**src/rtl/axi_lite_pkg.sv**
```systemverilog
// Shared definitions for the AXI4-Lite register file slave: response codes,
// FSM state encodings, register geometry and the latched write command.
package axi_lite_pkg;

  localparam int unsigned REG_COUNT = 4;
  localparam int unsigned DATA_W    = 32;
  localparam int unsigned STRB_W    = DATA_W / 8;
  localparam int unsigned REG_IDX_W = 2;
  localparam int unsigned ADDR_LSB  = 2;
  localparam int unsigned RESP_W    = 2;

  localparam logic [RESP_W-1:0] RESP_OKAY   = 2'b00;
  localparam logic [RESP_W-1:0] RESP_SLVERR = 2'b10;

  typedef enum logic [2:0] {
    W_IDLE   = 3'd0,
    W_HAVE_A = 3'd1,
    W_HAVE_D = 3'd2,
    W_EXEC   = 3'd3,
    W_RESP   = 3'd4
  } w_state_e;

  typedef enum logic {
    R_IDLE = 1'b0,
    R_DATA = 1'b1
  } r_state_e;

  // Write command assembled from the AW and W channels.
  typedef struct packed {
    logic [REG_IDX_W-1:0] idx;
    logic [DATA_W-1:0]    data;
    logic [STRB_W-1:0]    strb;
  } wr_cmd_t;

endpackage

```
**src/rtl/axi_lite_wstrb_merge.sv**
```systemverilog
// Byte-strobe merge: lanes with strb set take new_data, others keep old_data.
// Ports: old_data, new_data (DATA_W), strb (STRB_W) -> merged_c (DATA_W).
module axi_lite_wstrb_merge
  import axi_lite_pkg::*;
(
  input  logic [DATA_W-1:0] old_data,
  input  logic [DATA_W-1:0] new_data,
  input  logic [STRB_W-1:0] strb,
  output logic [DATA_W-1:0] merged_c
);

  always_comb begin
    merged_c = old_data;
    for (int i = 0; i < int'(STRB_W); i++) begin
      if (strb[i]) merged_c[i*8 +: 8] = new_data[i*8 +: 8];
    end
  end

endmodule

```
**src/rtl/axi_lite_regfile_slave.sv**
```systemverilog
// AXI4-Lite slave with four 32-bit read/write registers exported on regs_o.
// Ports: S_AXI_* AXI4-Lite slave channels (AW, W, B, AR, R) on S_AXI_ACLK with
// async active-low S_AXI_ARESETN; regs_o = {reg3, reg2, reg1, reg0}.
// Write and read channels are independent, one transaction outstanding each.
module axi_lite_regfile_slave
  import axi_lite_pkg::*;
#(
  parameter int unsigned C_S_AXI_DATA_WIDTH = 32,
  parameter int unsigned C_S_AXI_ADDR_WIDTH = 4
) (
  input  logic                            S_AXI_ACLK,
  input  logic                            S_AXI_ARESETN,
  input  logic [C_S_AXI_ADDR_WIDTH-1:0]   S_AXI_AWADDR,
  input  logic [2:0]                      S_AXI_AWPROT,
  input  logic                            S_AXI_AWVALID,
  output logic                            S_AXI_AWREADY,
  input  logic [C_S_AXI_DATA_WIDTH-1:0]   S_AXI_WDATA,
  input  logic [C_S_AXI_DATA_WIDTH/8-1:0] S_AXI_WSTRB,
  input  logic                            S_AXI_WVALID,
  output logic                            S_AXI_WREADY,
  output logic [1:0]                      S_AXI_BRESP,
  output logic                            S_AXI_BVALID,
  input  logic                            S_AXI_BREADY,
  input  logic [C_S_AXI_ADDR_WIDTH-1:0]   S_AXI_ARADDR,
  input  logic [2:0]                      S_AXI_ARPROT,
  input  logic                            S_AXI_ARVALID,
  output logic                            S_AXI_ARREADY,
  output logic [C_S_AXI_DATA_WIDTH-1:0]   S_AXI_RDATA,
  output logic [1:0]                      S_AXI_RRESP,
  output logic                            S_AXI_RVALID,
  input  logic                            S_AXI_RREADY,
  output logic [REG_COUNT*DATA_W-1:0]     regs_o
);

  w_state_e w_state_q, w_state_d;
  r_state_e r_state_q, r_state_d;

  logic awready_q, awready_d;
  logic wready_q,  wready_d;
  logic bvalid_q,  bvalid_d;
  logic arready_q, arready_d;
  logic rvalid_q,  rvalid_d;
  logic [DATA_W-1:0] rdata_q;
  logic [RESP_W-1:0] bresp_q, rresp_q;

  logic [REG_COUNT-1:0][DATA_W-1:0] regs_q;
  wr_cmd_t           wr_cmd_q;
  logic [DATA_W-1:0] merged_c;
  logic              aw_hs_c, w_hs_c, ar_hs_c, reg_we_c;

  // Protection bits and sub-word address bits carry no meaning here.
  logic unused_ok_c;
  assign unused_ok_c = &{1'b0, S_AXI_AWPROT, S_AXI_ARPROT, S_AXI_AWADDR, S_AXI_ARADDR};

  assign aw_hs_c = S_AXI_AWVALID && awready_q;
  assign w_hs_c  = S_AXI_WVALID  && wready_q;
  assign ar_hs_c = S_AXI_ARVALID && arready_q;

  // Write FSM state register and registered channel flags.
  always_ff @(posedge S_AXI_ACLK or negedge S_AXI_ARESETN) begin
    if (!S_AXI_ARESETN) begin
      w_state_q <= W_IDLE;
      awready_q <= 1'b0;
      wready_q  <= 1'b0;
      bvalid_q  <= 1'b0;
    end else begin
      w_state_q <= w_state_d;
      awready_q <= awready_d;
      wready_q  <= wready_d;
      bvalid_q  <= bvalid_d;
    end
  end

  // Write FSM next state; flags are decoded from the next state so they are
  // valid in the same cycle the state is entered.
  always_comb begin
    w_state_d = w_state_q;
    reg_we_c  = 1'b0;
    unique case (w_state_q)
      W_IDLE: begin
        if (aw_hs_c && w_hs_c) w_state_d = W_EXEC;
        else if (aw_hs_c)      w_state_d = W_HAVE_A;
        else if (w_hs_c)       w_state_d = W_HAVE_D;
      end
      W_HAVE_A: if (w_hs_c)  w_state_d = W_EXEC;
      W_HAVE_D: if (aw_hs_c) w_state_d = W_EXEC;
      W_EXEC: begin
        reg_we_c  = 1'b1;
        w_state_d = W_RESP;
      end
      W_RESP:  if (S_AXI_BREADY) w_state_d = W_IDLE;
      default: w_state_d = W_IDLE;
    endcase
    awready_d = (w_state_d == W_IDLE) || (w_state_d == W_HAVE_D);
    wready_d  = (w_state_d == W_IDLE) || (w_state_d == W_HAVE_A);
    bvalid_d  = (w_state_d == W_RESP);
  end

  // Capture address and data halves of the write as each handshake lands.
  always_ff @(posedge S_AXI_ACLK or negedge S_AXI_ARESETN) begin
    if (!S_AXI_ARESETN) begin
      wr_cmd_q <= '0;
    end else begin
      if (aw_hs_c) wr_cmd_q.idx <= S_AXI_AWADDR[ADDR_LSB +: REG_IDX_W];
      if (w_hs_c) begin
        wr_cmd_q.data <= DATA_W'(S_AXI_WDATA);
        wr_cmd_q.strb <= STRB_W'(S_AXI_WSTRB);
      end
    end
  end

  axi_lite_wstrb_merge u_wstrb_merge (
    .old_data (regs_q[wr_cmd_q.idx]),
    .new_data (wr_cmd_q.data),
    .strb     (wr_cmd_q.strb),
    .merged_c (merged_c)
  );

  // Register array; a read captured on the commit edge sees the old value.
  always_ff @(posedge S_AXI_ACLK or negedge S_AXI_ARESETN) begin
    if (!S_AXI_ARESETN) begin
      regs_q <= '0;
    end else if (reg_we_c) begin
      regs_q[wr_cmd_q.idx] <= merged_c;
    end
  end

  // Read FSM state register, flags and data capture.
  always_ff @(posedge S_AXI_ACLK or negedge S_AXI_ARESETN) begin
    if (!S_AXI_ARESETN) begin
      r_state_q <= R_IDLE;
      arready_q <= 1'b0;
      rvalid_q  <= 1'b0;
      rdata_q   <= '0;
    end else begin
      r_state_q <= r_state_d;
      arready_q <= arready_d;
      rvalid_q  <= rvalid_d;
      if (ar_hs_c) rdata_q <= regs_q[S_AXI_ARADDR[ADDR_LSB +: REG_IDX_W]];
    end
  end

  // Read FSM next state.
  always_comb begin
    r_state_d = r_state_q;
    unique case (r_state_q)
      R_IDLE:  if (ar_hs_c)      r_state_d = R_DATA;
      R_DATA:  if (S_AXI_RREADY) r_state_d = R_IDLE;
      default: r_state_d = R_IDLE;
    endcase
    arready_d = (r_state_d == R_IDLE);
    rvalid_d  = (r_state_d == R_DATA);
  end

  // Every address decodes to a register, so responses are always OKAY.
  always_ff @(posedge S_AXI_ACLK or negedge S_AXI_ARESETN) begin
    if (!S_AXI_ARESETN) begin
      bresp_q <= '0;
      rresp_q <= '0;
    end else begin
      bresp_q <= RESP_OKAY;
      rresp_q <= RESP_OKAY;
    end
  end

  assign S_AXI_AWREADY = awready_q;
  assign S_AXI_WREADY  = wready_q;
  assign S_AXI_BVALID  = bvalid_q;
  assign S_AXI_BRESP   = bresp_q;
  assign S_AXI_ARREADY = arready_q;
  assign S_AXI_RVALID  = rvalid_q;
  assign S_AXI_RDATA   = C_S_AXI_DATA_WIDTH'(rdata_q);
  assign S_AXI_RRESP   = rresp_q;
  assign regs_o        = regs_q;

endmodule
```
**config.mk**
```make
export PLATFORM = sky130hd
export DESIGN_NAME = axi_lite_regfile_slave
export DESIGN_NICKNAME = d
export VERILOG_FILES = /design/src/rtl/axi_lite_pkg.sv /design/src/rtl/axi_lite_wstrb_merge.sv /design/src/rtl/axi_lite_regfile_slave.sv
export SDC_FILE = /design/constraint.sdc
export NUM_CORES = 1
export LEC_CHECK = 0
export BUFFER_PORTS_ARGS = -buffer_cell sky130_fd_sc_hd__buf_4
export CAP_MARGIN = 0
export CORE_MARGIN = 2
export CORE_UTILIZATION = 32
export CTS_CLUSTER_SIZE = 8
export DETAILED_ROUTE_END_ITERATION = 12
export SETUP_SLACK_MARGIN = 0.4
export SYNTH_ARGS = -nofsm -noshare
export SYNTH_HDL_FRONTEND = slang
export SYNTH_SLANG_ARGS = --single-unit
```
**constraint.sdc**
```tcl
create_clock -name S_AXI_ACLK -period 3.6 [get_ports S_AXI_ACLK]
set_input_delay 0.18 -clock S_AXI_ACLK [delete_from_list [all_inputs] [get_ports S_AXI_ACLK]]
set_output_delay 0.18 -clock S_AXI_ACLK [all_outputs]
set_load 0.05 [all_outputs]
```
==> summary.txt <==
Route
  • Vias: 6901
  • 1st-pass router iterations: 4
  • Detail Route Antenna Nets: 0
  • Remaining DRCs: 0
  • WL/cell: 20.2 um
  • Initial DRC count: 298
  • Routed wire length: 27600 um
  • Via density: 5.06

Yosys
  • Ys async rst share: 1.00
  • Post-Syn Area: 9300 um^2
  • Synth top area cells: dfrtp_1, mux2_2, mux2i_1
  • Area leader, netlist: dfrtp_1
  • Synth top area share: 0.554
  • Most frequent cell after synthesis: dfrtp_1
  • Synth cell types: 29
  • EDFF count, synth: 0
  • Gate Count Post-Synth: 731
  • Syn Area/Cell: 12.7 um^2
  • Most used DFF post-synth: dfrtp_1
  • Synthesized flop and latch total: 206
  • Post-synthesis sequential area ratio: 0.554
  • YS warnings: 0
  • Synth top cells by count: dfrtp_1, mux2_2, o21ai_0, mux2i_1, nand2_1

Placed design
  • Cell Count Post-Placement: 1287
  • DPL Wire Length: 17900 um
  • PortBufs: 211
  • Worst slack, placed: 1.28 ns
  • GP Congestion: 0.729

Outcome
  • Status: finished clean

Setup path
  • R2R Path Start: wr_cmd_q[36]
  • Worst Setup SP: wr_cmd_q[36]
  • Worst path required time: 4.03 ns
  • Worst setup SP type: flip-flop
  • Worst-path maximum fanout: 43
  • Critical Path End Type: flip-flop
  • CP Cell Sequence: inv_2 > nand2_1 > o21ai_0
  • Setup CP Type: flip-flop to flip-flop
  • Delay-heaviest family, CP: simple AND/OR/NAND/NOR gates
  • Worst path slowest cell: nand2_1
  • Crit path buffers/inverters: 1
  • Critical Path Max Stage Delay: 0.62 ns
  • Crit path DAT: 2.69 ns

Floorplan
  • Die area: 30500 um^2
  • Die H: 175 um
  • Core area: 28700 um^2
  • Core Rows: 62
  • Number of top-level pins: 226
  • Starting Density: 0.324
  • Chip width: 175 um

Global route
  • Total grt overflow: 0
  • Vias in the first global route: 7041
  • Global Route Usage Sum: 0.180
  • Largest net degree at the start of global routing: 89
  • First-pass GRT wire length: 43000 um
  • Initial antenna violation count: 0

STA
  • Worst Skew: 0.0118 ns
  • Setup ws final: 1.34 ns
  • Final Max Slew Viols: 0
  • Worst rel slew slack: 0.275
  • Finish-stage setup viols: 0
  • Setup TNS: 0 ns
  • RSZ-0062 raised after global routing: false
  • Max Clk Rate: 442 MHz
  • Fin crit period: 2.26 ns
  • Final count of hold timing violations: 0
  • Final Cycle Share: 0.628
  • Worst-Margin Slew: 1.09 ns

CTS
  • Sink Count: 206
  • Worst skew pair latency: 0.53 ns
  • Post-CTS sizing: 0
  • # H-tree levels: 1
  • Clock buffer depth: 3
  • CTS Buf Count: 29
  • Reg clk slew, reported paths: 0.05 ns
  • Clk root buf: clkbuf_16
  • TritonCTS clock tree: built

Power and ir drop
  • Worst vdd ir: 0.000601 V
  • Tot Pwr: 13.7 mW
  • Leakage power: 5.86 nW
  • Pwr/cell area: 1100 nW/um^2

Layout
  • Share of cells above drive strength 1: 0.416
  • Fin cells: 1363
  • Final core occ: 0.434
  • Final net count: 1034
  • N_diodes: 0
  • Area Growth Syn to Fin: 33.8%

Worst hold path
  • Worst min-delay path class: primary input to async pin

Run
  • Max Cap Viol: 0
sequential cells by signal, indices dropped and copies added, names as in the netlist:
register,count
wr_cmd_q,38
S_AXI_WREADY,1
S_AXI_BVALID,1
regs_o,128
S_AXI_AWREADY,1
S_AXI_RDATA,32
S_AXI_ARREADY,1
w_state_q,3
S_AXI_RVALID,1
report_power, final:
group	switching (mW)	internal (mW)	total (mW)
registers	1.13	3.37	4.50
clock network	0.929	1.41	2.34
logic	4.51	2.38	6.90
total	6.57	7.16	13.7
logic make-up (layout without fill, tap and decap cells):
kind of cell	count (synthesis)	count (layout)	share of synthesized area
AOI/OAI and AO/OA	165	165	0.110
other	1	4	0.000403
buffers and inverters	59	304	0.0295
and+or+nand+nor	68	68	0.0382
DFF	206	206	0.554
muxes	232	232	0.268
path summary, 6_finish.rpt:
path | endpoint | cells past startpoint | slack (ns)
worst max-delay path | regs_o[23] | 3 | 1.34
worst min-delay path | regs_o[2] | 2 | 0.30
worst max register to register | regs_o[23] | 3 | 1.34
worst min register to register | S_AXI_RDATA[25] | 2 | 0.49
max in group asynchronous | wr_cmd_q[37] | 3 | 2.33
min in group S_AXI_ACLK | S_AXI_RDATA[4] | 3 | 0.33
layer usage:
metal | wire length [um] | vias to the layer above | GRT usage
met1 | 12600 | 3472 | 0.255
met2 | 12900 | 215 | 0.287
li1 | - | 3173 | -
met3 | 1610 | 41 | 0.0313
met4 | 536 | 0 | 0.0465
met5 | 0 | - | 0
what timing repair did:
action / in CTS / in global routing
endpoints found under the setup margin: 0 / 0
hold endpoints to repair: 129 / 0
setup buffers: 0 / 0
hold buffers: 43 / 0
layout by cell type, fill, tap and decap left out, drive strengths merged:
master | Yosys | routed
o21ai | 100 | 100
nor3b | 4 | 4
nor2 | 9 | 9
a21oi | 2 | 2
nand4bb | 1 | 1
o21a | 1 | 1
inv | 2 | 2
or4b | 1 | 1
and4bb | 1 | 1
buf | 30 | 225
conb | 1 | 4
dlygate4sd3 | 0 | 43
nand2 | 41 | 41
or2 | 1 | 1
nand3b | 1 | 1
clkbuf | 27 | 34
nand4b | 1 | 1
nand3 | 6 | 6
mux2 | 135 | 135
o31ai | 30 | 30
o221ai | 32 | 32
mux2i | 97 | 97
nand2b | 2 | 2
dfrtp | 206 | 206
cell type report:
| type | count | area, um^2 |
|---|---|---|
| Clock buffer | 33 | 741 |
| Fill cell | 2737 | 16300 |
| Inverter | 2 | 7.51 |
| Multi-Input combinational cell | 469 | 3910 |
| Sequential cell | 206 | 5160 |
| Tap cell | 384 | 480 |
| Timing Repair Buffer | 269 | 2150 |
metrics by stage:
| stage | hold slack, ns | area (um^2) |
|---|---|---|
| 2_1_floorplan | -0.116 | 9310 |
| 3_3_place_gp | 0.301 | 11300 |
| 3_5_place_dp | 0.311 | 11300 |
| 4_1_cts | 0.319 | 12400 |
| 5_1_grt | 0.342 | 12400 |
| 6_report | 0.296 | 12400 |
Note: power is estimated with default switching activity, not from simulation.
